### config.mk
export PLATFORM = sky130hd
export DESIGN_NAME = fp_to_fixed_seq
export DESIGN_NICKNAME = d
export VERILOG_FILES = /design/src/rtl/fp_fixed_pkg.sv /design/src/rtl/fp_rshift_step.sv /design/src/rtl/fp_to_fixed_seq.sv
export SDC_FILE = /design/constraint.sdc
export NUM_CORES = 1
export LEC_CHECK = 0
export CAP_MARGIN = 10
export CORE_MARGIN = 5
export CORE_UTILIZATION = 45
export DETAILED_ROUTE_END_ITERATION = 6
export DONT_BUFFER_PORTS = 1
export HOLD_SLACK_MARGIN = 0.08
export SLEW_MARGIN = 5
export SYNTH_ARGS = -nofsm -noshare
export SYNTH_HDL_FRONTEND = slang
export SYNTH_SLANG_ARGS = --single-unit
### constraint.sdc
create_clock -name clk_i -period 2 [get_ports clk_i]
set_input_delay 0.2 -clock clk_i [delete_from_list [all_inputs] [get_ports clk_i]]
set_output_delay 0.2 -clock clk_i [all_outputs]
set_load 0.1 [all_outputs]
### src/rtl/fp_fixed_pkg.sv
// Shared constants and types for the IEEE-754 single to sign-magnitude Q1.19 converter.
package fp_fixed_pkg;

  localparam int FP_BIAS   = 127;
  localparam int FRAC_W    = 19;
  localparam int EXP_W     = 8;
  localparam int MANT_W    = 23;
  localparam int MAX_SHIFT = 21;
  localparam int RES_W     = FRAC_W + 1;
  localparam int CNT_W     = $clog2(MAX_SHIFT + 1);

  typedef enum logic [1:0] {
    IDLE,
    SHIFT,
    DONE
  } state_e;

  typedef struct packed {
    logic              sign;
    logic              int_bit;
    logic [FRAC_W-1:0] frac;
  } fixed_t;

  // Working set of the right-shifter: kept magnitude plus the two rounding bits.
  typedef struct packed {
    logic [RES_W-1:0] res;
    logic             guard;
    logic             sticky;
  } shift_t;

endpackage

### src/rtl/fp_rshift_step.sv
// One combinational right-shift step of the converter; passes its input through when disabled.
module fp_rshift_step
  import fp_fixed_pkg::*;
(
  input  logic   en,
  input  shift_t cur,
  output shift_t nxt
);

  always_comb begin
    // NOTE: the default assignment first keeps this block free of latches on the en=0 path.
    nxt = cur;
    if (en) begin
      nxt.sticky = cur.sticky | cur.guard;
      nxt.guard  = cur.res[0];
      nxt.res    = cur.res >> 1;
    end
  end

endmodule

### src/rtl/fp_to_fixed_seq.sv
// Iterative IEEE-754 single -> sign-magnitude Q1.19 converter with valid/ready on both sides.
// Define FP2FIX_ROUND_NEAREST_EN for round-to-nearest-even; the default build truncates.
module fp_to_fixed_seq
  import fp_fixed_pkg::*;
#(
  parameter int SHIFTS_PER_CYCLE = 1
) (
  input  logic              clk_i,
  input  logic              rst_n_i,
  input  logic              in_valid_i,
  output logic              in_ready_o,
  input  logic [31:0]       fp_i,
  output logic              out_valid_o,
  input  logic              out_ready_i,
  output logic              sign_o,
  output logic              integer_o,
  output logic [FRAC_W-1:0] fractional_o,
  output logic              sat_o,
  output logic              inexact_o
);

`ifdef FP2FIX_ROUND_NEAREST_EN
  localparam logic ROUND_EN = 1'b1;
`else
  localparam logic ROUND_EN = 1'b0;
`endif

  localparam logic [CNT_W-1:0] STEP = CNT_W'(SHIFTS_PER_CYCLE);

  logic              in_sign;
  logic [EXP_W-1:0]  in_exp;
  logic [MANT_W-1:0] in_mant;
  logic [EXP_W-1:0]  shift_amt;
  logic [CNT_W-1:0]  n_init;

  assign {in_sign, in_exp, in_mant} = fp_i;
  assign shift_amt = EXP_W'(FP_BIAS) - in_exp;
  assign n_init    = (shift_amt > EXP_W'(MAX_SHIFT)) ? CNT_W'(MAX_SHIFT)
                                                     : shift_amt[CNT_W-1:0];

  state_e           state;
  shift_t           work_q;
  logic [CNT_W-1:0] n_q;
  logic             sign_q;
  fixed_t           result_q;

  // Stage k only shifts while more than k steps remain, so a partial last cycle stops exactly.
  shift_t chain [SHIFTS_PER_CYCLE+1];
  assign chain[0] = work_q;

  for (genvar k = 0; k < SHIFTS_PER_CYCLE; k++) begin : g_step
    fp_rshift_step u_step (
      .en  (n_q > CNT_W'(k)),
      .cur (chain[k]),
      .nxt (chain[k+1])
    );
  end

  shift_t           last;
  logic [CNT_W-1:0] n_next;
  logic [RES_W-1:0] rounded;

  assign last    = chain[SHIFTS_PER_CYCLE];
  assign n_next  = (n_q > STEP) ? n_q - STEP : '0;
  // At least one shift has cleared res[19], so a round-up carry lands on exactly 1.0.
  assign rounded = last.res + RES_W'(ROUND_EN & last.guard & (last.sticky | last.res[0]));

  assign sign_o       = result_q.sign;
  assign integer_o    = result_q.int_bit;
  assign fractional_o = result_q.frac;

  // NOTE: state and datapath registers use non-blocking assignments and all reset
  // asynchronously, so every visible output is defined the moment rst_n_i falls.
  always_ff @(posedge clk_i or negedge rst_n_i) begin
    if (!rst_n_i) begin
      state       <= IDLE;
      work_q      <= '0;
      n_q         <= '0;
      sign_q      <= 1'b0;
      result_q    <= '0;
      sat_o       <= 1'b0;
      inexact_o   <= 1'b0;
      out_valid_o <= 1'b0;
      in_ready_o  <= 1'b1;
    end else begin
      unique case (state)
        IDLE: begin
          if (in_valid_i) begin
            in_ready_o <= 1'b0;
            if (in_exp == '0) begin
              result_q    <= '0;
              sat_o       <= 1'b0;
              inexact_o   <= |in_mant;
              out_valid_o <= 1'b1;
              state       <= DONE;
            end else if (in_exp >= EXP_W'(FP_BIAS)) begin
              // Exact +-1.0, or a clamp for larger magnitudes, Inf and NaN.
              result_q    <= '{sign: in_sign, int_bit: 1'b1, frac: '0};
              sat_o       <= (in_exp != EXP_W'(FP_BIAS)) | (|in_mant);
              inexact_o   <= 1'b0;
              out_valid_o <= 1'b1;
              state       <= DONE;
            end else begin
              work_q <= '{res:    {1'b1, in_mant[MANT_W-1:4]},
                          guard:  in_mant[3],
                          sticky: |in_mant[2:0]};
              n_q    <= n_init;
              sign_q <= in_sign;
              state  <= SHIFT;
            end
          end
        end

        SHIFT: begin
          work_q <= last;
          n_q    <= n_next;
          if (n_next == '0) begin
            result_q    <= '{sign:    sign_q & (|rounded),
                             int_bit: rounded[RES_W-1],
                             frac:    rounded[FRAC_W-1:0]};
            sat_o       <= 1'b0;
            inexact_o   <= last.guard | last.sticky;
            out_valid_o <= 1'b1;
            state       <= DONE;
          end
        end

        DONE: begin
          if (out_ready_i) begin
            out_valid_o <= 1'b0;
            in_ready_o  <= 1'b1;
            state       <= IDLE;
          end
        end

        default: state <= IDLE;
      endcase
    end
  end

endmodule

==> results.sh <==
export IMPL_async_reset_ff_frac=1.000
export IMPL_pwr_share_clk=0.137
export IMPL_die_height_um=89.01
export IMPL_vias=2380
export IMPL_insertion_delay_ps=310
export IMPL_synth_edff_count=0
export IMPL_via_per_inst=5.848
export IMPL_mostFrequentLayoutCells="dfrtp_1, nand2_1, buf_4"
export IMPL_route_detailed_drc=0
export IMPL_die_area_um2=7922
export IMPL_power_share_sequential=0.298
export IMPL_required_ps=2200
export IMPL_clock_sinks=55
export IMPL_core_area_um2=5991
export IMPL_worstSetupPathType="reg2reg"
export IMPL_cts_buffer_depth=2
export IMPL_cp_start_kind="register"
export IMPL_synth_yosys_seq_area_share=0.4904
export IMPL_placed_cell_area_um2=3110
export IMPL_rows=28
export IMPL_yosys_warnings=0
export IMPL_end_kind="register"
export IMPL_drive_gt1_frac=0.2440
export IMPL_top_usage_layer="met2"
export IMPL_antenna_left=0
export IMPL_initial_core_util=0.4689
export IMPL_ir_drop_mv=0.9599
export IMPL_power_switching_mw=3.003
export IMPL_grt_pass1_vias=2325
export IMPL_final_setup_viol_count=0
export IMPL_grt_pass1_wl_mm=11.70
export IMPL_rsz0062_at_grt="true"
export IMPL_max_slew_margin=0.6495
export IMPL_cts_made_buffers=5
export IMPL_antenna_found_initial=0
export IMPL_finalMaxSlewViolations=0
export IMPL_finalCriticalPeriod_ps=1989
export IMPL_cp_arrival_ps=2190
export IMPL_routed_wl_mm=7.557
export IMPL_use_met2=0.3077
export IMPL_syn_area_per_cell_um2=10.37
export IMPL_h_tree_depth=2
export IMPL_drtIter0Drc=157
export IMPL_fin_area_um2=3662
export IMPL_nets=370
export IMPL_clk_pin_slew_ps=100
export IMPL_synth_area_um2=2809
export IMPL_grt_max_degree=56
export IMPL_layout_commonest_cell="dfrtp_1"
export IMPL_cts_tree="done"
export IMPL_status="finished clean"
export IMPL_ioPinCount=61
export IMPL_final_hold_violation_count=0
export IMPL_firstDrtPassIters=4
export IMPL_post_drt_wl_per_cell_um=18.57
export IMPL_p_int_mw=3.308
export IMPL_dieWidth_um=89.01
export IMPL_globalplace_congestion=0.8445
export IMPL_synthCells=271
export IMPL_power_density_nw_per_um2=1723
export IMPL_tightest_slew_ps=525.7
export IMPL_ys_flop_type="dfrtp_1"
export IMPL_grtUsageTotal=0.1889
export IMPL_ys_seq_elements=55
export IMPL_skew_ps=7.839
export IMPL_fmax_ghz=0.5027
export IMPL_synth_fp_nets=310
export IMPL_fin_util=0.6113
export IMPL_worstPathMaxFanout=7
export IMPL_syn_to_final_growth_pct=30.38
export IMPL_use_met1=0.2603
export IMPL_grt_use_met3=0.04332
export IMPL_ys_types=44
export IMPL_total_leakage_power_nw=1.649
export IMPL_cts_root_buf="clkbuf_8"
export IMPL_switching_share=0.4758
export IMPL_antenna_cells=0
export IMPL_max_cap_violations=0
export IMPL_hp_class="in2reg"
export IMPL_fin_crit_sh=0.9946
export IMPL_overflow=0
export IMPL_comb_power_share=0.565
export IMPL_dp_hpwl_mm=5.065
export IMPL_io_buffers=0
metrics by stage:
stage	TNS [ps]	setup WS (ps)	hold WS (ps)	instances	power, mW
6_report	0	10.86	96.03	407	6.311
5_1_grt	-890.9	-63.59	97.19	407	6.659
4_1_cts	0	11.09	84.67	400	5.965
3_5_place_dp	0	39.81	-92.89	368	5.026
3_3_place_gp	0	127.7	-93.80	368	4.977
2_1_floorplan	0	29.72	-95.59	271	4.304
final cells by class:
| class | instances | area (um^2) |
|---|---|---|
| fillers | 484 | 2328 |
| multi-input cells | 195 | 1416 |
| flip-flops and latches | 55 | 1378 |
| repair buffers | 68 | 619.3 |
| well taps | 75 | 93.84 |
| clock buffers | 6 | 72.57 |
| clock inverters | 2 | 60.06 |
| inverters | 6 | 22.52 |
worst max-delay path: stages, from the launching register on:
cell and delay (ps):
dfrtp_1 390, inv_2 90, ha_4 290, nand2_4 60
o41ai_4 340, a22oi_2 90, buf_4 160, buf_6 140
mux2_1 310
cells in the mapped netlist (2+ instances only):
master | count | area, um^2
a221o_1 | 21 | 210.2
nand2_1 | 51 | 191.4
mux2_2 | 4 | 45.04
nor2b_1 | 2 | 12.51
buf_2 | 3 | 15.01
nor4_1 | 10 | 62.56
a211oi_1 | 3 | 22.52
mux2_1 | 20 | 225.2
nand4_1 | 3 | 18.77
dfrtp_1 | 54 | 1351
clkbuf_1 | 8 | 30.03
o211ai_1 | 3 | 22.52
nor2_1 | 9 | 33.78
nand3_1 | 3 | 15.01
a21oi_1 | 24 | 120.1
nand2b_1 | 3 | 18.77
inv_1 | 5 | 18.77
buf_6 | 4 | 45.04
nand4b_1 | 2 | 17.52
nor3_1 | 4 | 20.02
o21ai_0 | 3 | 15.01
or3_1 | 3 | 18.77
o21ai_1 | 2 | 10.01
mux2i_1 | 3 | 30.03
ha_1 | 3 | 37.54
o22ai_1 | 3 | 18.77
sequential cells by signal, indices dropped and copies added, names as in the netlist, 2 cells and up:
name,cells
chain,22
fractional_o,19
n_q,5
state,2
worst paths after layout:
path / start / end / slack, ps / cells past startpoint
max: n_q[1] / fractional_o[16] / 10 / 8
min: fp_i[26] / n_q[3] / 100 / 2
max reg2reg: n_q[1] / fractional_o[16] / 10 / 8
min reg2reg: fractional_o[13] / fractional_o[13] / 500 / 1
max in group asynchronous: rst_n_i / in_ready_o / 1310 / 2
min in group asynchronous: rst_n_i / n_q[3] / 410 / 2
routing by layer:
layer / vias to the layer above / wire, um
li1: 1132 / -
met5: - / 0
met1: 1169 / 3334
met3: 6 / 487
met2: 73 / 3685
met4: 0 / 50
power by group through the flow:
stage / Combinational, mW / Clock, mW / Sequential [mW]
floorplan: 1.44 / 0 / 2.87
global placement: 3.10 / 0 / 1.87
detailed placement: 3.14 / 0 / 1.88
CTS: 3.21 / 0.887 / 1.86
global route: 3.81 / 0.921 / 1.93
finish: 3.57 / 0.865 / 1.88
kinds of logic after synthesis:
group	share of synthesized area
XOR/XNOR	0.003119
adder cells (fa/ha/maj)	0.01336
AO/OA/AOI/OAI	0.1751
AND/OR/NAND/NOR	0.1711
flip-flops	0.4904
buffers and inverters	0.04009
multiplexers	0.1069
timing repair:
item                       4_1_cts  5_1_grt
hold buffers                    24        0
hold endpoints to repair        79        0
setup endpoints to repair        0       23
buffers inserted                 0        5
gates resized for setup          0       28
Note: power is estimated with default switching activity, not from simulation.
